$ cat config.mk
export PLATFORM = sky130hd
export DESIGN_NAME = regfile_wr_arbiter
export DESIGN_NICKNAME = d
export VERILOG_FILES = /design/src/rtl/regfile_pkg.sv /design/src/rtl/regfile_wr_arbiter_rr_pick.sv /design/src/rtl/regfile_wr_arbiter.sv
export SDC_FILE = /design/constraint.sdc
export NUM_CORES = 1
export LEC_CHECK = 0
export ABC_AREA = 1
export ABC_CLOCK_PERIOD_IN_PS = 5350
export CORE_MARGIN = 10
export CORE_UTILIZATION = 44
export CTS_BUF_LIST = sky130_fd_sc_hd__clkbuf_8
export CTS_CLUSTER_DIAMETER = 60
export DETAILED_ROUTE_END_ITERATION = 10
export PLACE_DENSITY = 0.88
export RECOVER_POWER = 100
export SETUP_SLACK_MARGIN = 0.02
export SYNTH_ARGS = -nofsm -noshare
export SYNTH_HDL_FRONTEND = slang
export SYNTH_HIERARCHICAL = 1
export SYNTH_SLANG_ARGS = --single-unit
$ cat constraint.sdc
create_clock -name clk -period 5.35 [get_ports clk]
set_clock_uncertainty 0.2 [all_clocks]
set_input_delay 0.8025 -clock clk [delete_from_list [all_inputs] [get_ports clk]]
set_output_delay 0.8025 -clock clk [all_outputs]
set_load 0.02 [all_outputs]
$ cat src/rtl/regfile_pkg.sv
// Shared register-file constants and the write-arbiter state encoding.
// Imported by the write-port arbiter and its round-robin picker.
package regfile_pkg;

    localparam int RF_ADDR_W = 5;
    localparam int RF_DATA_W = 32;
    localparam int RF_DEPTH  = 32;

    typedef enum logic [0:0] {
        ARB_IDLE   = 1'b0,
        ARB_LOCKED = 1'b1
    } arbState_t;

    // Index width for an N-entry vector, never narrower than one bit.
    function automatic int idxWidth(input int n);
        return (n > 1) ? $clog2(n) : 1;
    endfunction

endpackage

$ cat src/rtl/regfile_wr_arbiter_rr_pick.sv
// Combinational round-robin picker: first set request at or above ptr, wrapping.
// Returns a one-hot grant and its index; all zero when nothing is requested.
module rr_pick
    import regfile_pkg::*;
#(
    parameter int N     = 4,
    parameter int IDX_W = idxWidth(N)
) (
    input  logic [N-1:0]     req,
    input  logic [IDX_W-1:0] ptr,
    output logic [N-1:0]     grant,
    output logic [IDX_W-1:0] grantIdx
);

    // Scan from the farthest candidate back to ptr so the nearest one wins last.
    always_comb begin
        grant    = '0;
        grantIdx = '0;
        for (int k = N - 1; k >= 0; k--) begin
            if (req[(int'(ptr) + k) % N]) begin
                grant                         = '0;
                grant[(int'(ptr) + k) % N]    = 1'b1;
                grantIdx                      = IDX_W'((int'(ptr) + k) % N);
            end
        end
    end

endmodule

$ cat src/rtl/regfile_wr_arbiter.sv
// Round-robin arbiter sharing the register file's single write port, with
// bounded locked bursts and a registered write stage.
//
// state      | meaning
// ARB_IDLE   | round-robin among all valid requesters, one beat per grant
// ARB_LOCKED | owner keeps the port for up to BURST_MAX back-to-back beats
module regfile_wr_arbiter
    import regfile_pkg::*;
#(
    parameter int N_REQ     = 4,
    parameter int ADDR_W    = RF_ADDR_W,
    parameter int DATA_W    = RF_DATA_W,
    parameter int BURST_MAX = 4,
    parameter bit DROP_R0   = 1'b0
) (
    input  logic                      clk,
    input  logic                      rst_n,
    input  logic                      hold,
    input  logic [N_REQ-1:0]          req_valid,
    input  logic [N_REQ-1:0]          req_lock,
    input  logic [N_REQ*ADDR_W-1:0]   req_addr,
    input  logic [N_REQ*DATA_W-1:0]   req_data,
    output logic [N_REQ-1:0]          req_ready,
    output logic                      write,
    output logic [ADDR_W-1:0]         wr_addr,
    output logic [DATA_W-1:0]         wr_data,
    output logic [$clog2(N_REQ)-1:0]  grant_id,
    output logic                      busy
);

    localparam int IDX_W = $clog2(N_REQ);
    localparam int CNT_W = $clog2(BURST_MAX + 1);

    arbState_t        state, stateNext;
    logic [IDX_W-1:0] rrPtr, rrPtrNext;
    logic [IDX_W-1:0] owner, ownerNext;
    logic [IDX_W-1:0] pickIdx, winIdx;
    logic [CNT_W-1:0] beatCnt, beatCntNext, beatInc;
    logic [N_REQ-1:0] pickGrant, readyVec;
    logic             handshake, dropBeat;
    logic [ADDR_W-1:0] winAddr;
    logic [DATA_W-1:0] winData;

    rr_pick #(
        .N     (N_REQ),
        .IDX_W (IDX_W)
    ) uPick (
        .req      (req_valid),
        .ptr      (rrPtr),
        .grant    (pickGrant),
        .grantIdx (pickIdx)
    );

    // Ready is gated by reset so no requester sees a handshake while rst_n is low.
    always_comb begin
        readyVec = '0;
        if (rst_n && !hold) begin
            if (state == ARB_IDLE) begin
                readyVec = pickGrant;
            end else begin
                readyVec[owner] = 1'b1;
            end
        end
    end

    assign req_ready = readyVec;
    assign winIdx    = (state == ARB_IDLE) ? pickIdx : owner;
    assign handshake = |(req_valid & readyVec);
    assign winAddr   = req_addr[int'(winIdx) * ADDR_W +: ADDR_W];
    assign winData   = req_data[int'(winIdx) * DATA_W +: DATA_W];
    assign dropBeat  = DROP_R0 && (winAddr == '0);

    always_comb begin
        stateNext   = state;
        rrPtrNext   = rrPtr;
        ownerNext   = owner;
        beatCntNext = beatCnt;
        beatInc     = beatCnt + CNT_W'(1);
        case (state)
            ARB_IDLE: begin
                if (handshake) begin
                    rrPtrNext = (winIdx == IDX_W'(N_REQ - 1)) ? '0 : winIdx + IDX_W'(1);
                    if (req_lock[winIdx] && (BURST_MAX > 1)) begin
                        stateNext   = ARB_LOCKED;
                        ownerNext   = winIdx;
                        beatCntNext = CNT_W'(1);
                    end
                end
            end
            ARB_LOCKED: begin
                // rrPtr already points past the owner, so it is left untouched here.
                if (handshake) begin
                    beatCntNext = beatInc;
                    if (!req_lock[owner] || (beatInc == CNT_W'(BURST_MAX))) begin
                        stateNext   = ARB_IDLE;
                        beatCntNext = '0;
                    end
                end else if (!hold && !req_valid[owner] && !req_lock[owner]) begin
                    stateNext   = ARB_IDLE;
                    beatCntNext = '0;
                end
            end
            default: begin
                stateNext   = ARB_IDLE;
                beatCntNext = '0;
            end
        endcase
    end

    always_ff @(posedge clk or negedge rst_n) begin
        if (!rst_n) begin
            state   <= ARB_IDLE;
            rrPtr   <= '0;
            owner   <= '0;
            beatCnt <= '0;
            busy    <= 1'b0;
        end else begin
            state   <= stateNext;
            rrPtr   <= rrPtrNext;
            owner   <= ownerNext;
            beatCnt <= beatCntNext;
            busy    <= (stateNext == ARB_LOCKED);
        end
    end

    // A dropped address-0 beat still completes its handshake; only the strobe is suppressed.
    always_ff @(posedge clk or negedge rst_n) begin
        if (!rst_n) begin
            write    <= 1'b0;
            wr_addr  <= '0;
            wr_data  <= '0;
            grant_id <= '0;
        end else begin
            write <= handshake && !dropBeat;
            if (handshake) begin
                wr_addr  <= winAddr;
                wr_data  <= winData;
                grant_id <= winIdx;
            end
        end
    end

endmodule
==> results of run 1 <==
cell usage in the layout (no fill, tap or decap):
cell / count
a32oi_1: 8
o21ai_0: 41
xor2_1: 1
clkbuf_1: 2
a21oi_1: 14
dfrtp_1: 48
o21ai_4: 1
inv_2: 5
clkdlybuf4s50_1: 157
nand2_2: 26
nand3_1: 22
dlygate4sd3_1: 45
nand2_1: 148
o31ai_1: 11
clkbuf_8: 7
buf_4: 2
or2_0: 2
inv_1: 23
nand2_4: 3
clkbuf_2: 1
buf_12: 1
a31oi_1: 14
nor2_4: 2
nand4_1: 3
nor2_2: 1
bufinv_16: 1
nor2_1: 158
o22ai_1: 4
o21ai_1: 6
or2_2: 5
and2_1: 2
nand3_2: 4
and3_1: 1
inv_4: 2
ha_1: 10
metal layers:
metal  global-route usage  vias to the layer above  routed length (µm)
li1                     -                     2284                   -
met1                0.222                     2109                5490
met2                0.381                      200                7250
met3               0.0840                       12                1390
met4               0.0518                        0                 250
met5                    0                        -                   0
state kept, by name, indices dropped and copies added, names as in the netlist:
register	flops
owner	2
state	1
rrPtr	2
grant_id	2
wr_addr	5
wr_data	32
beatCnt	3
write	1
cell type report:
| class | count | area, µm² |
|---|---|---|
| fillers | 710 | 2660 |
| clock inverters | 1 | 30.0 |
| flip-flops and latches | 48 | 1200 |
| clock buffers | 7 | 96.3 |
| well taps | 108 | 135 |
| multi-input cells | 487 | 2330 |
| inverters | 30 | 118 |
| repair buffers | 208 | 2070 |
cell families after synthesis:
| kind of cell | count (synthesis) | synth area share |
|---|---|---|
| buf+inv | 65 | 0.0882 |
| simple gates | 377 | 0.417 |
| compound gates | 99 | 0.150 |
| xor+xnor | 1 | 0.00226 |
| flops | 48 | 0.310 |
| fa+ha+maj | 10 | 0.0323 |
worst min-delay path by stage:
| stage | startpoint | end |
|---|---|---|
| final | wr_data[21] | wr_data[21] |
| after global routing | wr_data[23] | wr_data[23] |
| after CTS | wr_data[21] | wr_data[21] |
| after detailed placement | wr_data[21] | wr_data[21] |
| after global placement | wr_data[22] | wr_data[22] |
| after floorplan | beatCnt[2] | beatCnt[2] |
worst min-delay path, cell delays in order, from the launching register on:
cell and delay [ns]:
dfrtp_1 0.35, nand2_1 0.05, nand2_1 0.06
power by group:
part / total, W / leakage, nW / internal [W] / switching, W
combinational: 0.00251 / 2.09 / 0.000927 / 0.00159
clock: 0.000283 / 0.0645 / 0.000165 / 0.000118
sequential: 0.000676 / 0.578 / 0.000537 / 0.000138
through the flow:
step / power [W] / hold slack, ns / instance area [µm²]
2_1_floorplan: 0.00248 / 0.256 / 3870
3_3_place_gp: 0.00319 / 0.264 / 5870
3_5_place_dp: 0.00327 / 0.265 / 5870
4_1_cts: 0.00356 / 0.289 / 5990
5_1_grt: 0.00382 / 0.314 / 5980
6_report: 0.00347 / 0.284 / 5980
==> key figures, run 1 <==
Run status
  • Status: finished, violations left
  • Failing checks: capacitance limit, slew limit

Hold path
  • Hold WC Path Type: reg2reg
  • WHS Path Cells: 2

Clock network
  • CTS resizes: 0
  • Clock slew seen by the registers of the worst setup and hold paths: 0.09 ns
  • CTS tree: yes
  • CTS max path bufs: 2
  • Number of setup buffers added after CTS: 0
  • Root Buffer: clkbuf_8
  • Worst-Skew Late Latency: 0.29 ns
  • Clock Sinks: 48
  • Number of buffers inserted by hold repair at cts: 0
  • H-Tree Depth: 2
  • Total CTS buffers: 5

Yosys
  • Sequential share of the synthesized area: 0.310
  • Synth unique cells: 33
  • Syn Area/Cell: 6.45 µm²
  • Count leader, synth: nor2_1
  • Commonest cells post-synth: nor2_1, nand2_1, dfrtp_1
  • Dominant synthesized flop cell: dfrtp_1
  • Fraction of registers with async set/reset: 1.00
  • Synthesized cell area: 3870 µm²
  • EDFF count, synth: 0
  • Syn Inst Count: 600
  • Area leader, netlist: dfrtp_1
  • Yosys warns: 6
  • Yosys reg bits: 48
  • Post-Syn Nets: 769
  • Share of the synthesized area in the top cell type: 0.310
  • Top cells by area, synth: dfrtp_1, nor2_1, nand2_1, o21ai_0, nand2_2

Global route
  • Initial antenna violation count: 0
  • Overflow after GRT: 0
  • Vias in the first global route: 4593
  • All-Layer GR Usage: 0.210
  • Pin count of the biggest net entering global routing: 78
  • Wire length of the first global-routing pass: 22500 µm

Floorplanning
  • Starting Density: 0.448
  • Die Wd: 114 µm
  • Core ar.: 8640 µm²
  • Io pins: 204
  • Die area: 13000 µm²
  • Cell Rows: 34
  • Die Ht: 114 µm

STA
  • Final setup margin: 0.958 ns
  • Slew margin rel.: -0.681
  • # setup viols final: 0
  • Final worst-path cycle share: 0.821
  • Minimum clock period: 4.39 ns
  • Peak Freq: 0.228 GHz
  • RSZ-0062 raised after global routing: no
  • Fin Setup TNS: 0 ns
  • Final Max Tran Viols: 49
  • Worst-margin pin slew: 2.52 ns
  • Hold Fails Final Rpt: 0

Setup path
  • Slowest CP cell: dlygate4sd3_1
  • Flop2flop setup slack: 1.08 ns
  • CP Data Required Time: 4.35 ns
  • WP buf/inv: 5
  • Critical Path Source Type: flop
  • Worst r2r src: rrPtr[0]
  • Crit. End Element: output port
  • Critical path depth: 15
  • Crit Path Category: reg2out
  • Crit Path Max Fanout: 12
  • Worst Reg-to-Reg Cells: 18
  • Reg2reg end: owner[0]
  • Crit path to: req_ready[0]
  • Origin of the worst setup path: rrPtr[0]
  • CP top delay family: buffers and inverters
  • Slowest stage delay, CP: 0.69 ns
  • CP cell instances: inv_1, ha_1, inv_1, nand3_2, nand2_1, inv_4, nand2_1, nor2_1, nor2_1, nor2_1, inv_1, nand2_1, nand2_1, nor2_1, dlygate4sd3_1
  • Arrival time worst endpoint: 3.39 ns

Drt
  • WL/cell: 16.2 µm
  • Vias/cell: 5.18
  • Total wire length after detailed routing: 14400 µm
  • TritonRoute pass-1 iters: 5
  • Iter 0 DRT Violations: 403
  • Drt drc: 0
  • Vias: 4605
  • Antenna-violating nets left: 0

Pwr
  • PD cells: 581 nW/µm²
  • VDD IR max: 0.000415 V
  • Leak: 2.73 nW

Placed design
  • DP Wirelength: 11400 µm
  • Port Buf Inserts: 203
  • Gpl congestion: 0.928
  • Placed Cells incl. Taps: 881
  • Dpl ws: 1.25 ns

Cells and area
  • Layout cells sized above 1: 0.0781
  • Layout net count: 949
  • Util after Layout: 0.692
  • Area grow syn2layout: 54.4%
  • Diode count: 0
  • Non-Filler Instances: 889

Flow run
  • Max-cap check violation count: 1
(Power assumes the default switching activity.)
==> run 2, diff against run 1 <==
--- a/config.mk
+++ b/config.mk
@@ -6,13 +6,13 @@
 export NUM_CORES = 1
 export LEC_CHECK = 0
 export ABC_AREA = 1
-export ABC_CLOCK_PERIOD_IN_PS = 5350
+export ABC_CLOCK_PERIOD_IN_PS = 3900
 export CORE_MARGIN = 10
-export CORE_UTILIZATION = 44
+export CORE_UTILIZATION = 37
 export CTS_BUF_LIST = sky130_fd_sc_hd__clkbuf_8
 export CTS_CLUSTER_DIAMETER = 60
 export DETAILED_ROUTE_END_ITERATION = 10
-export PLACE_DENSITY = 0.88
+export PLACE_DENSITY = 0.79
 export RECOVER_POWER = 100
 export SETUP_SLACK_MARGIN = 0.02
 export SYNTH_ARGS = -nofsm -noshare
==> constraint.sdc (replaced) <==
create_clock -name clk -period 3.9 [get_ports clk]
set_clock_uncertainty 0.2 [all_clocks]
set_input_delay 0.585 -clock clk [delete_from_list [all_inputs] [get_ports clk]]
set_output_delay 0.585 -clock clk [all_outputs]
set_load 0.02 [all_outputs]
==> run 2 against run 1 <==
Against the previous run:
- the run still ends with capacitance limit, slew limit left
- final area rose by 0.59%
- core utilization fell by 11 points
- sequential share of layout area fell by 0.096 points
- combinational power rose by 41%
- largest power group unchanged
- critical path depth did not move
- register-to-register slack got worse by 0.81 ns
- die area rose by 15%
- worst setup slack got worse by 0.79 ns
- sequential power rose by 37%
- global-route usage fell by 1.6 points
- via count rose by 2.0%
- largest cell class unchanged
- count of clock-buffer cells in the layout fell by 1
==> key figures, run 2 (synthesis results as in run 1) <==
Cells and area
  • Most flop-heavy register: wr_data
  • Design area: 6010 µm²
  • Area grow syn2layout: 55.3%
  • Most common cell after layout, fill and taps aside: clkdlybuf4s50_1
  • Most frequent cells in the layout: clkdlybuf4s50_1, nor2_1, nand2_1
  • Largest regs: wr_data: 32 flops, wr_addr: 5 flops, beatCnt: 3 flops
  • Layout cells sized above 1: 0.0814
  • Max reg flops: 32
  • Layout net count: 954

Floorplanning
  • Io pins: 204
  • Die area: 15000 µm²
  • Die Ht: 122 µm
  • Cell Rows: 37
  • Die Wd: 122 µm
  • Core ar.: 10300 µm²
  • Starting Density: 0.377

Placed design
  • DP Wirelength: 11900 µm
  • Port Buf Inserts: 203
  • Dpl cell area: 5940 µm²
  • Gpl congestion: 0.953

Global route
  • All-Layer GR Usage: 0.194
  • Wire length of the first global-routing pass: 23500 µm
  • Vias in the first global route: 4765
  • Pin count of the biggest net entering global routing: 78
  • Overflow after GRT: 0
  • Initial antenna violation count: 1

Clock network
  • CTS max path bufs: 2
  • Worst-Skew Late Latency: 0.30 ns
  • Clock Sinks: 48
  • Total CTS buffers: 5
  • H-Tree Depth: 2
  • Number of setup buffers added after CTS: 0
  • CTS tree: yes
  • Clock slew seen by the registers of the worst setup and hold paths: 0.09 ns
  • Root Buffer: clkbuf_8
  • Number of buffers inserted by hold repair at cts: 0

Setup path
  • Worst r2r src: rrPtr[1]
  • Origin of the worst setup path: rrPtr[1]
  • Arrival time worst endpoint: 2.95 ns
  • Reg2reg end: wr_data[7]
  • Critical Path Source Type: flop
  • Worst Reg-to-Reg Cells: 16
  • Crit. End Element: output port
  • Crit Path Max Fanout: 8
  • Crit Path Category: reg2out
  • Flop2flop setup slack: 0.27 ns
  • CP Data Required Time: 3.12 ns

Drt
  • Vias: 4699
  • Drt drc: 0
  • Iter 0 DRT Violations: 328
  • Metal3 WL: 1440 µm
  • Metal1 wirelength: 5700 µm
  • DR top layer: met4
  • Vias/cell: 5.09
  • Total wire length after detailed routing: 15100 µm
  • TritonRoute pass-1 iters: 5
  • WL/cell: 16.4 µm
  • Met2 Wirelength: 7520 µm
  • Antenna-violating nets left: 0

Hold path
  • Hold Startpoint: wr_data[21]
  • Hold path endpoint: wr_data[21]
  • Hold WC Path Type: reg2reg
  • WHS Path Cells: 2

Run status
  • Status: finished, violations left
  • Failing checks: capacitance limit, slew limit

Pwr
  • PD cells: 793 nW/µm²
  • Leak: 2.72 nW
  • VDD IR max: 0.000565 V

STA
  • # setup viols final: 0
  • Slew margin rel.: -0.670
  • Worst-margin pin slew: 2.50 ns
  • Hold Fails Final Rpt: 0
  • Fin Setup TNS: 0 ns
  • Peak Freq: 0.268 GHz
  • RSZ-0062 raised after global routing: no
  • Minimum clock period: 3.74 ns
  • Hold WS: 0.280 ns
  • Final Max Tran Viols: 49
  • Final worst-path cycle share: 0.958

Flow run
  • Max-cap check violation count: 1
run 2: cell types whose count changed in the layout (fill, tap and decap cells not counted), sizes merged:
cell           delta
clkinvlp          +1
clkdlybuf4s50     +3
buf               +2
clkbuf            +3
bufinv            -1
dlygate4sd3       -4
inv               +1
diode             +1
run 2: cell type report:
cell class	count	area, µm²
Clock buffer	6	82.6
Multi-Input combinational cell	487	2330
Fill cell	967	4270
Inverter	30	118
Sequential cell	48	1200
Tap cell	136	170
Antenna cell	1	2.50
Timing Repair Buffer	213	2090
Clock inverter	2	11.3
run 2: worst max-delay path by stage:
stage / slack [ns] / endpoint / cells past startpoint
finish: 0.16 / req_ready[1] / 15
global route: 0.02 / req_ready[1] / 15
CTS: 0.07 / req_ready[2] / 15
detailed placement: 0.29 / req_ready[0] / 14
global placement: 0.39 / req_ready[0] / 14
floorplan: 1.13 / req_ready[0] / 14
run 2: power breakdown:
part | total [W] | switching (W) | internal, W | leakage [nW]
clock network | 0.000310 | 0.000168 | 0.000142 | 0.0486
registers | 0.000923 | 0.000185 | 0.000738 | 0.577
logic | 0.00353 | 0.00223 | 0.00130 | 2.09
total | 0.00477 | 0.00259 | 0.00218 | 2.72
run 2: stage by stage:
| step | util | cells | setup slack (ns) | power (W) |
|---|---|---|---|---|
| global route | 0.585 | 923 | 0.0191 | 0.00527 |
| global placement | 0.578 | 914 | 0.393 | 0.00445 |
| floorplan | - | 600 | 1.13 | 0.00340 |
| finish | 0.585 | 923 | 0.163 | 0.00477 |
| detailed placement | 0.578 | 914 | 0.288 | 0.00455 |
| CTS | 0.587 | 922 | 0.0718 | 0.00488 |
run 2: critical path, cell delays in order (launching register included):
cell and delay, ns:
dfrtp_2 0.49, inv_1 0.20, ha_1 0.31, inv_1 0.11, nand3_1 0.12, nand2_2 0.10
inv_1 0.07, nor2_4 0.10, nand2_1 0.08, nand3_1 0.09, nand2_1 0.06, inv_1 0.05
nand2_1 0.05, nand2_1 0.10, and2_1 0.13, clkdlybuf4s50_1 0.60
run 2: timing repair:
item,in CTS,in global routing
resized for setup,0,2
endpoints found under the hold margin,0,0
endpoints found under the setup margin,0,4
run 2: per-layer routing:
| layer | up-vias | track usage |
|---|---|---|
| met2 | 229 | 0.338 |
| met5 | - | 0 |
| met1 | 2130 | 0.209 |
| met3 | 36 | 0.0730 |
| met4 | 0 | 0.0729 |
| li1 | 2304 | - |
